<file path="src/rtl/mcpu_ctrl.sv">
// Multi-cycle Moore control FSM for the single-port MIPS-subset CPU.
// Sequences fetch/decode/execute/memory/write-back and counts retirements.
module mcpu_ctrl #(
    parameter int CNT_W = 32
) (
    input  logic             clk,
    input  logic             rst,
    input  logic [5:0]       opcode,
    input  logic [5:0]       funct,
    input  logic             zero,
    output logic             pc_write,
    output logic             ir_write,
    output logic [1:0]       pc_src,
    output logic             alu_src_a,
    output logic [1:0]       alu_src_b,
    output logic [2:0]       alu_op,
    output logic             reg_write,
    output logic             reg_dst,
    output logic             mem_to_reg,
    output logic             mem_write,
    output logic             illegal,
    output logic [3:0]       state,
    output logic [CNT_W-1:0] retired
);

    localparam logic [3:0] S_IF0 = 4'd0;
    localparam logic [3:0] S_IF1 = 4'd1;
    localparam logic [3:0] S_ID  = 4'd2;
    localparam logic [3:0] S_EXR = 4'd3;
    localparam logic [3:0] S_WBR = 4'd4;
    localparam logic [3:0] S_EXI = 4'd5;
    localparam logic [3:0] S_WBI = 4'd6;
    localparam logic [3:0] S_ADR = 4'd7;
    localparam logic [3:0] S_MRD = 4'd8;
    localparam logic [3:0] S_WBM = 4'd9;
    localparam logic [3:0] S_MWR = 4'd10;
    localparam logic [3:0] S_BR  = 4'd11;
    localparam logic [3:0] S_JMP = 4'd12;

    localparam logic [5:0] OP_RTYPE = 6'h00;
    localparam logic [5:0] OP_J     = 6'h02;
    localparam logic [5:0] OP_BEQ   = 6'h04;
    localparam logic [5:0] OP_ADDI  = 6'h08;
    localparam logic [5:0] OP_LW    = 6'h23;
    localparam logic [5:0] OP_SW    = 6'h2B;

    localparam logic [5:0] FN_ADD = 6'h20;
    localparam logic [5:0] FN_SUB = 6'h22;
    localparam logic [5:0] FN_AND = 6'h24;
    localparam logic [5:0] FN_OR  = 6'h25;
    localparam logic [5:0] FN_SLT = 6'h2A;

    localparam logic [2:0] ALU_ADD = 3'b000;
    localparam logic [2:0] ALU_SUB = 3'b001;
    localparam logic [2:0] ALU_AND = 3'b010;
    localparam logic [2:0] ALU_OR  = 3'b011;
    localparam logic [2:0] ALU_SLT = 3'b100;

    localparam logic [CNT_W-1:0] CNT_ONE = {{(CNT_W-1){1'b0}}, 1'b1};

    logic [3:0]       state_q;
    logic [3:0]       state_d;
    logic [3:0]       id_next;
    logic             id_legal;
    logic             funct_ok;
    logic [2:0]       funct_op;
    logic             retire;
    logic [CNT_W-1:0] retired_q;

    always_comb begin
        funct_ok = 1'b1;
        funct_op = ALU_ADD;
        case (funct)
            FN_ADD:  funct_op = ALU_ADD;
            FN_SUB:  funct_op = ALU_SUB;
            FN_AND:  funct_op = ALU_AND;
            FN_OR:   funct_op = ALU_OR;
            FN_SLT:  funct_op = ALU_SLT;
            default: funct_ok = 1'b0;
        endcase
    end

    // Decode reads only the registered IR fields.
    always_comb begin
        id_next  = S_IF0;
        id_legal = 1'b1;
        case (opcode)
            OP_RTYPE: begin
                if (funct_ok) id_next = S_EXR;
                else          id_legal = 1'b0;
            end
            OP_ADDI: id_next = S_EXI;
            OP_LW,
            OP_SW:   id_next = S_ADR;
            OP_BEQ:  id_next = S_BR;
            OP_J:    id_next = S_JMP;
            default: id_legal = 1'b0;
        endcase
    end

    always_comb begin
        state_d = S_IF0;
        case (state_q)
            S_IF0: state_d = S_IF1;
            S_IF1: state_d = S_ID;
            S_ID:  state_d = id_next;
            S_EXR: state_d = S_WBR;
            S_EXI: state_d = S_WBI;
            S_ADR: state_d = (opcode == OP_LW) ? S_MRD : S_MWR;
            S_MRD: state_d = S_WBM;
            default: state_d = S_IF0;
        endcase
    end

    always_comb begin
        retire = 1'b0;
        case (state_q)
            S_WBR, S_WBI, S_WBM,
            S_MWR, S_BR, S_JMP: retire = 1'b1;
            default:            retire = 1'b0;
        endcase
    end

    always_ff @(posedge clk) begin
        if (rst) begin
            state_q   <= S_IF0;
            retired_q <= '0;
        end else begin
            state_q <= state_d;
            if (retire) retired_q <= retired_q + CNT_ONE;
        end
    end

    always_comb begin
        pc_write   = 1'b0;
        ir_write   = 1'b0;
        pc_src     = 2'b00;
        alu_src_a  = 1'b0;
        alu_src_b  = 2'b00;
        alu_op     = ALU_ADD;
        reg_write  = 1'b0;
        reg_dst    = 1'b0;
        mem_to_reg = 1'b0;
        mem_write  = 1'b0;
        illegal    = 1'b0;
        case (state_q)
            S_IF1: begin
                ir_write  = 1'b1;
                pc_write  = 1'b1;
                alu_src_b = 2'b01;
            end
            // Branch target lands in ALUOut while decoding.
            S_ID: begin
                alu_src_b = 2'b11;
                illegal   = ~id_legal;
            end
            S_EXR: begin
                alu_src_a = 1'b1;
                alu_op    = funct_op;
            end
            S_WBR: begin
                reg_write = 1'b1;
                reg_dst   = 1'b1;
            end
            S_EXI, S_ADR: begin
                alu_src_a = 1'b1;
                alu_src_b = 2'b10;
            end
            S_WBI: reg_write = 1'b1;
            S_WBM: begin
                reg_write  = 1'b1;
                mem_to_reg = 1'b1;
            end
            S_MWR: mem_write = 1'b1;
            S_BR: begin
                alu_src_a = 1'b1;
                alu_op    = ALU_SUB;
                pc_src    = 2'b01;
                pc_write  = zero;
            end
            S_JMP: begin
                pc_src   = 2'b10;
                pc_write = 1'b1;
            end
            default: ;
        endcase
    end

    assign state   = state_q;
    assign retired = retired_q;

endmodule

</file>
<file path="config.mk">
export PLATFORM = sky130hd
export DESIGN_NAME = mcpu_ctrl
export DESIGN_NICKNAME = d
export VERILOG_FILES = /design/src/rtl/mcpu_ctrl.sv
export SDC_FILE = /design/constraint.sdc
export NUM_CORES = 1
export LEC_CHECK = 0
export ABC_AREA = 0
export BUFFER_PORTS_ARGS = -buffer_cell sky130_fd_sc_hd__buf_2
export CAP_MARGIN = 0
export CORE_UTILIZATION = 40
export CTS_CLUSTER_DIAMETER = 100
export DETAILED_ROUTE_END_ITERATION = 16
export MAX_ROUTING_LAYER = met4
export PLACE_DENSITY = 0.65
export SYNTH_ARGS = -nofsm -noshare
export SYNTH_HDL_FRONTEND = slang
export SYNTH_SLANG_ARGS = --single-unit
</file>
<file path="constraint.sdc">
create_clock -name clk -period 6.33 [get_ports clk]
set_input_delay 1.5825 -clock clk [delete_from_list [all_inputs] [get_ports clk]]
set_output_delay 1.5825 -clock clk [all_outputs]
set_load 0.005 [all_outputs]
</file>
==> results.ini <==
[cts]
cts.clk_slew.worst_paths_ns = 0.07
htreeDepth = 2
cts_tree = yes
cts_setup_buffers = 0
root_buffer = clkbuf_8
cts_resized = 0
cts_sinks = 36
cts_buffers = 5
clock_latency_ns = 0.29
cts_hold_buf = 0
cts_buffer_depth = 2

[yosys]
avgSynthCellArea_um2 = 7.659
synth_top_area_cell = dfxtp_1
syn-cell-area_mm2 = 0.002022
ys_types = 40
synth_ff_type = dfxtp_1
ys_warn_count = 0
ys_seq_area_frac = 0.3564
ys_async_sr_fraction = 0
synth_edf_count = 0
syn-num-nets = 280
ys_seq_elements = 36
syn_inst = 264
netlist_top_cells_area = dfxtp_1 36%, xnor2_1 7.4%, nor2_1 6.1%
yosys.area.top_type_share = 0.3564

[floorplanning]
design.core.area_mm2 = 0.004786
placementRows = 25
die-area_mm2 = 0.005343
initial_core_util = 0.4225
die_h_um = 73.10
io_pins = 66
fp.dieW_um = 73.10

[timing]
max_slew_margin = 0.3811
fin_tns_setup_ns = 0
max_freq_mhz = 232.5
post-route-period-util = 0.6794
setup_viol = 0
finalCriticalPeriod_ns = 4.301
drv_slew = 0
max_slew.worst_pin.slew_ns = 0.9275
rsz0062_at_grt = no
hold_viol = 0
fin_skew_ns = 0.008580

[critical_path]
crit_arrival_ns = 2.72
worstSetupEndpointType = primary output
cp_cell_sequence = buf_2 -> nor3_1 -> nand2_1 -> a211oi_1 -> nor4_1 -> buf_2
cp_slowest_stage_delay_ns = 0.36
worst-setup-path-type = input port to primary output
cp-startpoint = opcode[1]
worst-endpoint-required_ns = 4.75
cp_slowest_cell = nor3_1
reg2reg_from = state[3]
startpoint_type = input port
cp_max_fo = 4
worst-path-buf-inv = 2
crit_path_frequent_cell = buf_2
cpLargestDelayFamily = simple AND/OR/NAND/NOR gates

[layout]
diodes = 0
drive_above_1_share = 0.2414
multi_input_area_mm2 = 0.001207
final_core_util = 0.5140
syn_to_final_growth_pct = 21.66
regArea_um2 = 720.7
num-nets-final = 335
fillCellCount = 506
final_cell_mix = 65 x buf_2, 36 x dfxtp_1, 33 x nor2_1
layout_commonest_cell = buf_2

[global_routing]
grt_use_total = 0.1864
overflow = 0
grt_pass1_wl_um = 7672
busiest_layer = met2
grtUsageMet1 = 0.2506
met3_usage = 0.04144
grt_pass1_vias = 1743
grt_util_met2 = 0.2788
grt_max_degree = 35
antenna_found_initial = 0

[worst_hold_path]
min_from = retired[31]
hp-class = flop to flop

[route]
ant_nets = 0
firstDrtPassIters = 4
via_count = 2026
viasPerCell = 5.249
route.detailed.drc = 0
drt-total-wl_um = 4664
post_drt_wl_per_cell_um = 12.08
drt_iter0_drc = 94

[status]
status = finished clean

[placement]
place_congestion = 0.8159
io_buffers = 65
hpwl_um = 3332

[power_and_ir_drop]
max-vdd-ir-drop_uv = 81.40
p_leak_nw = 0.9971
p_per_area_mw_per_mm2 = 181.7

[flow_run]
drv_cap = 0

[report_power, final]
| group | leakage, nW | total [W] | switching, W | internal (W) |
|---|---|---|---|---|
| Sequential | 0.290 | 0.000234 | 0.00000586 | 0.000228 |
| Clock | 0.0503 | 0.000172 | 0.0000749 | 0.0000968 |
| Combinational | 0.656 | 0.0000411 | 0.0000236 | 0.0000175 |
| Total | 0.997 | 0.000447 | 0.000104 | 0.000343 |
[final timing paths]
kind | to | slack, ns | cells after the start
worst max-delay path | illegal | 2.03 | 6
worst min-delay path | retired[31] | 0.49 | 2
worst max register to register | retired[31] | 3.91 | 5
worst min register to register | retired[31] | 0.49 | 2
[logic make-up after synthesis]
family                   Yosys count  synth area share
flip-flops                        36            0.3564
adder cells (fa/ha/maj)            1          0.006187
AO/OA/AOI/OAI                     48            0.1318
AND/OR/NAND/NOR                  131            0.3503
buffers and inverters             24           0.04951
XOR/XNOR                          21           0.09096
multiplexers                       3           0.01485
[layer usage]
| layer | wire length, µm | part of all wire |
|---|---|---|
| met1 | 2364 | 0.51 |
| met2 | 1990 | 0.43 |
| met3 | 256 | 0.055 |
| met4 | 53 | 0.011 |
| met5 | 0 | 0 |
[cells in the mapped netlist (6+ instances only)]
master	count
a21oi_1	19
clkbuf_1	12
dfxtp_1	36
inv_1	7
nand2_1	21
nand3_1	13
nand4_1	6
nor2_1	33
nor3_1	10
nor4_1	10
o21ai_0	18
or3_1	11
xnor2_1	17
[flip-flops by register name, summed over array words and instances, names as in the netlist]
name and flops:
retired 32, state 4
[worst reg2reg max path: stages (launching register included)]
cell       delay [ns]
dfxtp_1          0.57
nand2b_1         0.22
a2bb2oi_2        0.33
or4_1            0.71
or3_1            0.39
a21oi_1          0.13
[final cells by class]
type                            count  area share
Timing Repair Buffer               65      0.1322
Tap cell                           67     0.03408
Multi-Input combinational cell    204      0.4908
Clock buffer                        7     0.03917
Inverter                            7     0.01068
Sequential cell                    36      0.2930
[through the flow]
step                power (W)  setup slack [ns]  area (µm²)  std cells  hold WS, ns
floorplan           0.0002624             2.426        2022        264       0.4743
global placement    0.0002806             2.102        2364        379       0.4676
detailed placement  0.0002805             2.043        2364        379       0.4767
CTS                 0.0004533             2.036        2460        386       0.4888
global route        0.0004675             1.898        2460        386       0.5250
finish              0.0004470             2.029        2460        386       0.4854
Note: power is estimated with default switching activity, not from simulation.
